**src/rtl/stopwatch_ctrl.sv**
```systemverilog
// Stopwatch control stage feeding the cascaded BCD digit counters.
// Synchronizes and debounces the start/clear buttons, turns each debounced
// press into a one-cycle pulse, runs the IDLE/RUN/PAUSE machine and produces
// the counters' count-enable tick and active-low clear.
//
// Ports:
//   clk        system clock, all state on the rising edge
//   rst        asynchronous active-high reset
//   btn_start  raw start/pause button (asynchronous, active-high)
//   btn_clear  raw clear button (asynchronous, active-high)
//   cnt_en     one-cycle count-enable pulse to the digit counters
//   cnt_clr_n  active-low clear to the digit counters
//   running    high while in RUN
//   paused     high while in PAUSE
module stopwatch_ctrl #(
  parameter int unsigned TICK_DIV  = 100000000,
  parameter int unsigned DB_CYCLES = 1000000,
  parameter int unsigned DIV_W     = 27,
  parameter int unsigned DB_W      = 20
) (
  input  logic clk,
  input  logic rst,
  input  logic btn_start,
  input  logic btn_clear,
  output logic cnt_en,
  output logic cnt_clr_n,
  output logic running,
  output logic paused
);

  localparam int unsigned NBTN    = 2;
  localparam int unsigned BTN_STA = 0;
  localparam int unsigned BTN_CLR = 1;

  typedef enum logic [1:0] {
    IDLE  = 2'd0,
    RUN   = 2'd1,
    PAUSE = 2'd2
  } state_e;

  state_e state_q, state_d;

  logic [NBTN-1:0]           sync1_q, sync2_q;
  logic [NBTN-1:0]           lvl_q, lvl_d, lvl_prev_q;
  logic [NBTN-1:0][DB_W-1:0] db_cnt_q, db_cnt_d;
  logic [DIV_W-1:0]          div_q, div_d;
  logic                      cnt_en_q, cnt_en_d;
  logic                      clr_n_q, clr_n_d;
  logic                      running_q, running_d;
  logic                      paused_q, paused_d;
  logic                      start_p, clear_p;

  // Two-flop synchronizers, debounce counters and edge-detect history.
  always_ff @(posedge clk or posedge rst) begin
    if (rst) begin
      sync1_q    <= '0;
      sync2_q    <= '0;
      lvl_q      <= '0;
      lvl_prev_q <= '0;
      db_cnt_q   <= '0;
    end else begin
      sync1_q    <= {btn_clear, btn_start};
      sync2_q    <= sync1_q;
      lvl_q      <= lvl_d;
      lvl_prev_q <= lvl_q;
      db_cnt_q   <= db_cnt_d;
    end
  end

  // Debounce: the level only follows the sample after DB_CYCLES consecutive
  // disagreeing samples; any agreeing sample restarts the count.
  always_comb begin
    lvl_d    = lvl_q;
    db_cnt_d = '0;
    for (int i = 0; i < NBTN; i++) begin
      if (sync2_q[i] != lvl_q[i]) begin
        if (db_cnt_q[i] == DB_W'(DB_CYCLES - 1)) begin
          lvl_d[i] = sync2_q[i];
        end else begin
          db_cnt_d[i] = db_cnt_q[i] + DB_W'(1);
        end
      end
    end
  end

  // Press pulses: rising edge of the debounced level only.
  assign start_p = lvl_q[BTN_STA] & ~lvl_prev_q[BTN_STA];
  assign clear_p = lvl_q[BTN_CLR] & ~lvl_prev_q[BTN_CLR];

  // FSM state register.
  always_ff @(posedge clk or posedge rst) begin
    if (rst) begin
      state_q <= IDLE;
    end else begin
      state_q <= state_d;
    end
  end

  // FSM next state; clear overrides a simultaneous start.
  always_comb begin
    state_d = state_q;
    if (clear_p) begin
      state_d = IDLE;
    end else if (start_p) begin
      case (state_q)
        IDLE:    state_d = RUN;
        RUN:     state_d = PAUSE;
        PAUSE:   state_d = RUN;
        default: state_d = IDLE;
      endcase
    end
  end

  // Output/divider next values. The divider advances only while RUN persists
  // across the edge, so it freezes in PAUSE and never ticks on a RUN exit.
  always_comb begin
    div_d     = div_q;
    cnt_en_d  = 1'b0;
    clr_n_d   = ~clear_p;
    running_d = (state_d == RUN);
    paused_d  = (state_d == PAUSE);
    if (state_d == IDLE) begin
      div_d = '0;
    end else if ((state_q == RUN) && (state_d == RUN)) begin
      if (div_q == DIV_W'(TICK_DIV - 1)) begin
        div_d    = '0;
        cnt_en_d = 1'b1;
      end else begin
        div_d = div_q + DIV_W'(1);
      end
    end
  end

  // Output and divider registers.
  always_ff @(posedge clk or posedge rst) begin
    if (rst) begin
      div_q     <= '0;
      cnt_en_q  <= 1'b0;
      clr_n_q   <= 1'b0;
      running_q <= 1'b0;
      paused_q  <= 1'b0;
    end else begin
      div_q     <= div_d;
      cnt_en_q  <= cnt_en_d;
      clr_n_q   <= clr_n_d;
      running_q <= running_d;
      paused_q  <= paused_d;
    end
  end

  assign cnt_en    = cnt_en_q;
  assign cnt_clr_n = clr_n_q;
  assign running   = running_q;
  assign paused    = paused_q;

endmodule
```
**config.mk**
```make
export PLATFORM = sky130hd
export DESIGN_NAME = stopwatch_ctrl
export DESIGN_NICKNAME = d
export VERILOG_FILES = /design/src/rtl/stopwatch_ctrl.sv
export SDC_FILE = /design/constraint.sdc
export NUM_CORES = 1
export LEC_CHECK = 0
export ABC_AREA = 0
export BUFFER_PORTS_ARGS = -buffer_cell sky130_fd_sc_hd__buf_2
export CAP_MARGIN = 10
export CORE_AREA = 2 2 93 95
export CTS_CLUSTER_SIZE = 12
export DETAILED_ROUTE_END_ITERATION = 10
export DIE_AREA = 0 0 95 97
export PLACE_DENSITY = 0.67
export SLEW_MARGIN = 25
export SYNTH_ARGS = -nofsm -noshare
export SYNTH_HDL_FRONTEND = slang
export SYNTH_SLANG_ARGS = --single-unit
```
**constraint.sdc**
```tcl
create_clock -name clk -period 5.19 [get_ports clk]
set_input_delay 0.519 -clock clk [delete_from_list [all_inputs] [get_ports clk]]
set_output_delay 0.519 -clock clk [all_outputs]
set_load 0.01 [all_outputs]
```
Yosys cells after proc, flatten, opt, wreduce, memory -nomap -nowiden --
Cells that the tools add are included.
Cells by class: muxes and demuxes 13, add/sub/neg operators 3, eq/ne operators 9, bitwise operators 5, reductions and logical operators 7
Operator list (number):
- $mux 27 | 3
- $mux 20 | 4
- $add 20x1->20 const B | 2
- $eq 20x20->1 const B | 2
- $add 27x1->27 const B | 1
- $eq 27x27->1 const B | 1
- $eq 2x1->1 const B | 2
- $eq 2x2->1 const B | 2
- $logic_not 2->1 | 2
- $mux 2 | 2
- $pmux 2 s2 | 1
- $reduce_and 2->1 | 2
- $mux 1 | 3
- $not 1->1 | 3
- $and 1x1->1 | 2
- $ne 1x1->1 | 2
- $reduce_bool 2->1 | 1
- $reduce_or 2->1 | 1
- $logic_and 1x1->1 | 1
Word-level totals: flip-flop bits (word level) 81, bits of input ports 4, word-level logic and storage cells 50, output and inout port bits 4

Depth between registers and ports, before layout --
depth in word-level cells 9, mapped depth 7, depth with buffers taken out 6

Least setup slack after synthesis --
No wires, ideal clock.
path kind reg-to-reg, start point reg lvl_q[0], end point reg div_q[25], buffers on the path 2, period minus slack after synthesis 1770 ps, stages on the path, launching flop included 8, path slack 3420 ps, data required time 5108 ps, library setup time 82 ps, arrival 1688 ps, path through dfrtp_1 nor2b_4 buf_6 or4_4 a21oi_4 buf_6 a31oi_1 a31oi_1
On the way: cells in the longest elaborated chain, start to end 6, elaborated cells between the ends (all ways) 8, those cells by class eq/ne (1); mux (3); bitwise (1); reduce/logical (3)
RTL lines:
- start, declared | RTL line 44 | logic [NBTN-1:0] lvl_q, lvl_d, lvl_prev_q;
- start signal, assigned | RTL line 64 | lvl_q <= lvl_d;
- $and 1x1->1 (*) | RTL line 87 | assign start_p = lvl_q[BTN_STA] & ~lvl_prev_q[BTN_STA];
- $mux 2 (*) | RTL line 104 | end else if (start_p) begin
- $mux 2 (*) | RTL line 102 | if (clear_p) begin
- $eq 2x1->1 | RTL line 124 | end else if ((state_q == RUN) && (state_d == RUN)) begin
- $logic_and 1x1->1 | RTL line 124
- $reduce_bool 2->1 (no source line)
- end signal, assigned | RTL line 143 | div_q <= div_d;
- end, declared | RTL line 46 | logic [DIV_W-1:0] div_q, div_d;
Mark *: on every way between the ends. The rest lies on a longest branch, timed or not. A chain may end at the register's enable or synchronous reset.

Final worst setup path --
start point reg div_q[0], end point reg div_q[25]
On the way: cells in the longest elaborated chain, start to end 4, elaborated cells between the ends (all ways) 5, those cells by class add/sub (1); eq/ne (1); mux (3)
RTL lines:
- $add 27x1->27 / $eq 27x27->1 (equally long branches) | RTL line 129, 125
- $mux 27 (*) | RTL line 125 | if (div_q == DIV_W'(TICK_DIV - 1)) begin
- $mux 27 (*) | RTL line 124
- $mux 27 (*) | RTL line 122 | if (state_d == IDLE) begin
Mark *: on every way between the ends. The rest lies on a longest branch, timed or not. The select of a mux whose other input is x is not followed.

==> results.yml <==
logic_synthesis:
  synthArstFlopShare: 1.00
  ys_types: 47
  ys_warn_count: 0
  synth_top_family_by_area: "simple AND/OR/NAND/NOR gates"
  synth_edf_count: 0
  syn-num-nets: 408
  synthCells: 401
  yosys-top-cells-area: "dfrtp_1, xor2_1, nor2_1"
  synth_compound_area_frac: 0.0784
  yosys_register_bits: 81
  netlist_area_um2: 4020
  seq_area_frac_synth: 0.504
  yosys.area.top_type: "dfrtp_1"
  synthAdderAreaFrac: 0.00933
  avgSynthCellArea_um2: 10.0
  synth_flop_cell: "dfrtp_1"
  synth_xor_area_frac: 0.105
  muxShareOfSynthArea: 0.0109
  netlist.area_leader.share: 0.504
  yosys.area_share.simple: 0.262
power_and_ir_drop:
  power_frac_clock: 0.452
  power.share.switching: 0.201
  p_int_uw: 972
  comb_power_share: 0.022
  cellPowerDensity_nw_per_um2: 279
  max-vdd-ir-drop_mv: 0.146
  switching_power_uw: 244
  p_leak_uw: 0.00185
  seqPwrFrac: 0.526
floorplanning:
  fp-row-count: 33
  design.core.area_um2: 8130
  ioPinCount: 8
  initial_utilization: 0.495
  dieArea_um2: 9220
  die_h_um: 97
  die-width_um: 95
routing:
  dr.pass1.iters: 4
  vias_per_cell: 5.61
  vias: 2897
  drcViolationCount: 0
  antenna_left: 0
  wire_per_inst_um: 14.4
  drt_iter0_markers: 142
  wl_um: 7430
cells_and_area:
  syn_to_final_growth_pct: 8.49
  diodes: 0
  fin_cells: 516
  most-common-layout-cells: "dfrtp_1, nor2_1, nand2_1"
  post_route_cells_drive_above_1_share: 0.102
  layout_commonest_cell: "dfrtp_1"
  nets: 413
timing:
  hold_viol: 0
  setup_viol: 0
  finalWorstSetupSlack_ns: 2.96
  slew_headroom: 0.417
  grt_setup_unrepaired: "false"
  setup_tns_ns: 0
  finalCritPeriodShare: 0.430
  max_freq_ghz: 0.448
  worst_pin_slew_ns: 0.866
  fin_crit_ns: 2.23
  skew_ns: 0.0103
  drv_slew: 0
setup_path:
  reg2reg_slack_ns: 2.96
  cp_max_fo: 23
  cp_data_required_time_ns: 5.45
  cp-start-kind: "flip-flop"
  slowest_delay_ns: 0.53
  path_cells: "ha_1 > nand3_1 > and4bb_2 > a21oi_4 > a21bo_1 > a31oi_1"
  endpoint_kind: "flip-flop"
  crit_type: "flip-flop to flip-flop"
  crit_arrival_ns: 2.49
  crit_slowest_cell: "a21oi_4"
clock_network:
  root_buffer: "clkbuf_8"
  cts_max_path_buffers: 2
  post_cts_buffers: 0
  numCtsBuffers: 9
  clock_latency_ns: 0.34
  cts_sinks: 81
  clk_pin_slew_worst_paths_ns: 0.08
  h-tree-depth: 3
  cts-resized-gates: 0
  cts_hold_buffers: 0
  tritoncts: "done"
global_routing:
  grt_overflow_total: 0
  use_met3: 0.0405
  antenna_found_initial: 0
  track_usage: 0.176
  grt_pass1_wl_um: 12800
  grtUsageMet2: 0.274
  use_met1: 0.237
  grt_max_degree: 82
  grt_busiest_layer: "met2"
  grt_pass1_vias: 2817
worst_hold_path:
  hold_path_class: "primary input to flip-flop"
placement:
  dp_hpwl_um: 4900
  post-place-cells: 500
  place.gp.congestion: 0.840
  pre_cts_ws_ns: 2.97
  numPortBuffers: 7
flow_run:
  maxCapViolations: 0
outcome:
  outcome: "complete, no violations"
state kept, by name, indices dropped and copies added (netlist names):
name	count
db_cnt_q	40
div_q	27
lvl_prev_q	2
lvl_q	2
state_q	2
sync1_q	2
sync2_q	2
cnt_clr_n	1
cnt_en	1
paused	1
running	1
worst max-delay path: cells and delay by family (launching register included):
family	cells	cell delay (ns)
AO/OA/AOI/OAI	3	0.98
AND/OR/NAND/NOR	2	0.50
flip-flops	1	0.41
adder cells (fa/ha/maj)	1	0.26
cell type report:
| cell class | instances | area [µm²] |
|---|---|---|
| clock inverters | 6 | 105 |
| repair buffers | 9 | 53.8 |
| flip-flops and latches | 81 | 2030 |
| clock buffers | 10 | 138 |
| multi-input cells | 295 | 1870 |
| fillers | 723 | 3770 |
| well taps | 105 | 131 |
| inverters | 10 | 38.8 |
cells by family (layout without fill, tap and decap cells):
| family | Yosys count | after routing |
|---|---|---|
| and+or+nand+nor | 195 | 195 |
| DFF | 81 | 81 |
| xor gates and xnor gates | 48 | 48 |
| AOI/OAI and AO/OA | 45 | 45 |
| buffers and inverters | 25 | 35 |
| muxes | 4 | 4 |
| adders and majority gates | 3 | 3 |
stage by stage:
stage | instance area (µm²) | hold slack, ns | utilization | power (µW)
after detailed placement | 4120 | 0.336 | 0.506 | 681
after floorplan | 4020 | 0.331 | - | 673
after global placement | 4120 | 0.336 | 0.506 | 680
final | 4360 | 0.278 | 0.537 | 1220
after CTS | 4360 | 0.253 | 0.536 | 1240
after global routing | 4360 | 0.258 | 0.537 | 1270
layer usage:
layer  vias up  part of all wire
met1      1433              0.48
met3         6             0.030
li1       1422                 -
met4         0             0.011
met2        36              0.48
met5         -                 0
cell usage after synthesis (all sizes together), types with 4 or more instances:
cell    number
nor4         9
nand2       33
a21oi        9
clkbuf       5
nor4b        4
buf         10
and3        14
and4         5
xnor2       16
xor2        32
nand4       20
nor2        57
and2         4
a31oi       14
nor3         6
inv         10
o21ai       11
dfrtp       81
nand3       26
power by group through the flow:
stage / clock network [µW] / logic, µW / registers (µW)
2_1_floorplan: 0 / 20.9 / 652
3_3_place_gp: 0 / 27.5 / 653
3_5_place_dp: 0 / 27.5 / 653
4_1_cts: 567 / 27.6 / 641
5_1_grt: 597 / 32.7 / 641
6_report: 550 / 26.6 / 640
worst paths after layout:
kind                             from  cells past startpoint    endpoint
max                          div_q[0]                      6   div_q[25]
min                         btn_start                      1  sync1_q[0]
max reg2reg                  div_q[0]                      6   div_q[25]
min reg2reg                sync1_q[0]                      0  sync2_q[0]
max in group asynchronous         rst                      3    div_q[7]
min in group asynchronous         rst                      3  sync1_q[0]
Note: power is estimated with default switching activity, not from simulation.
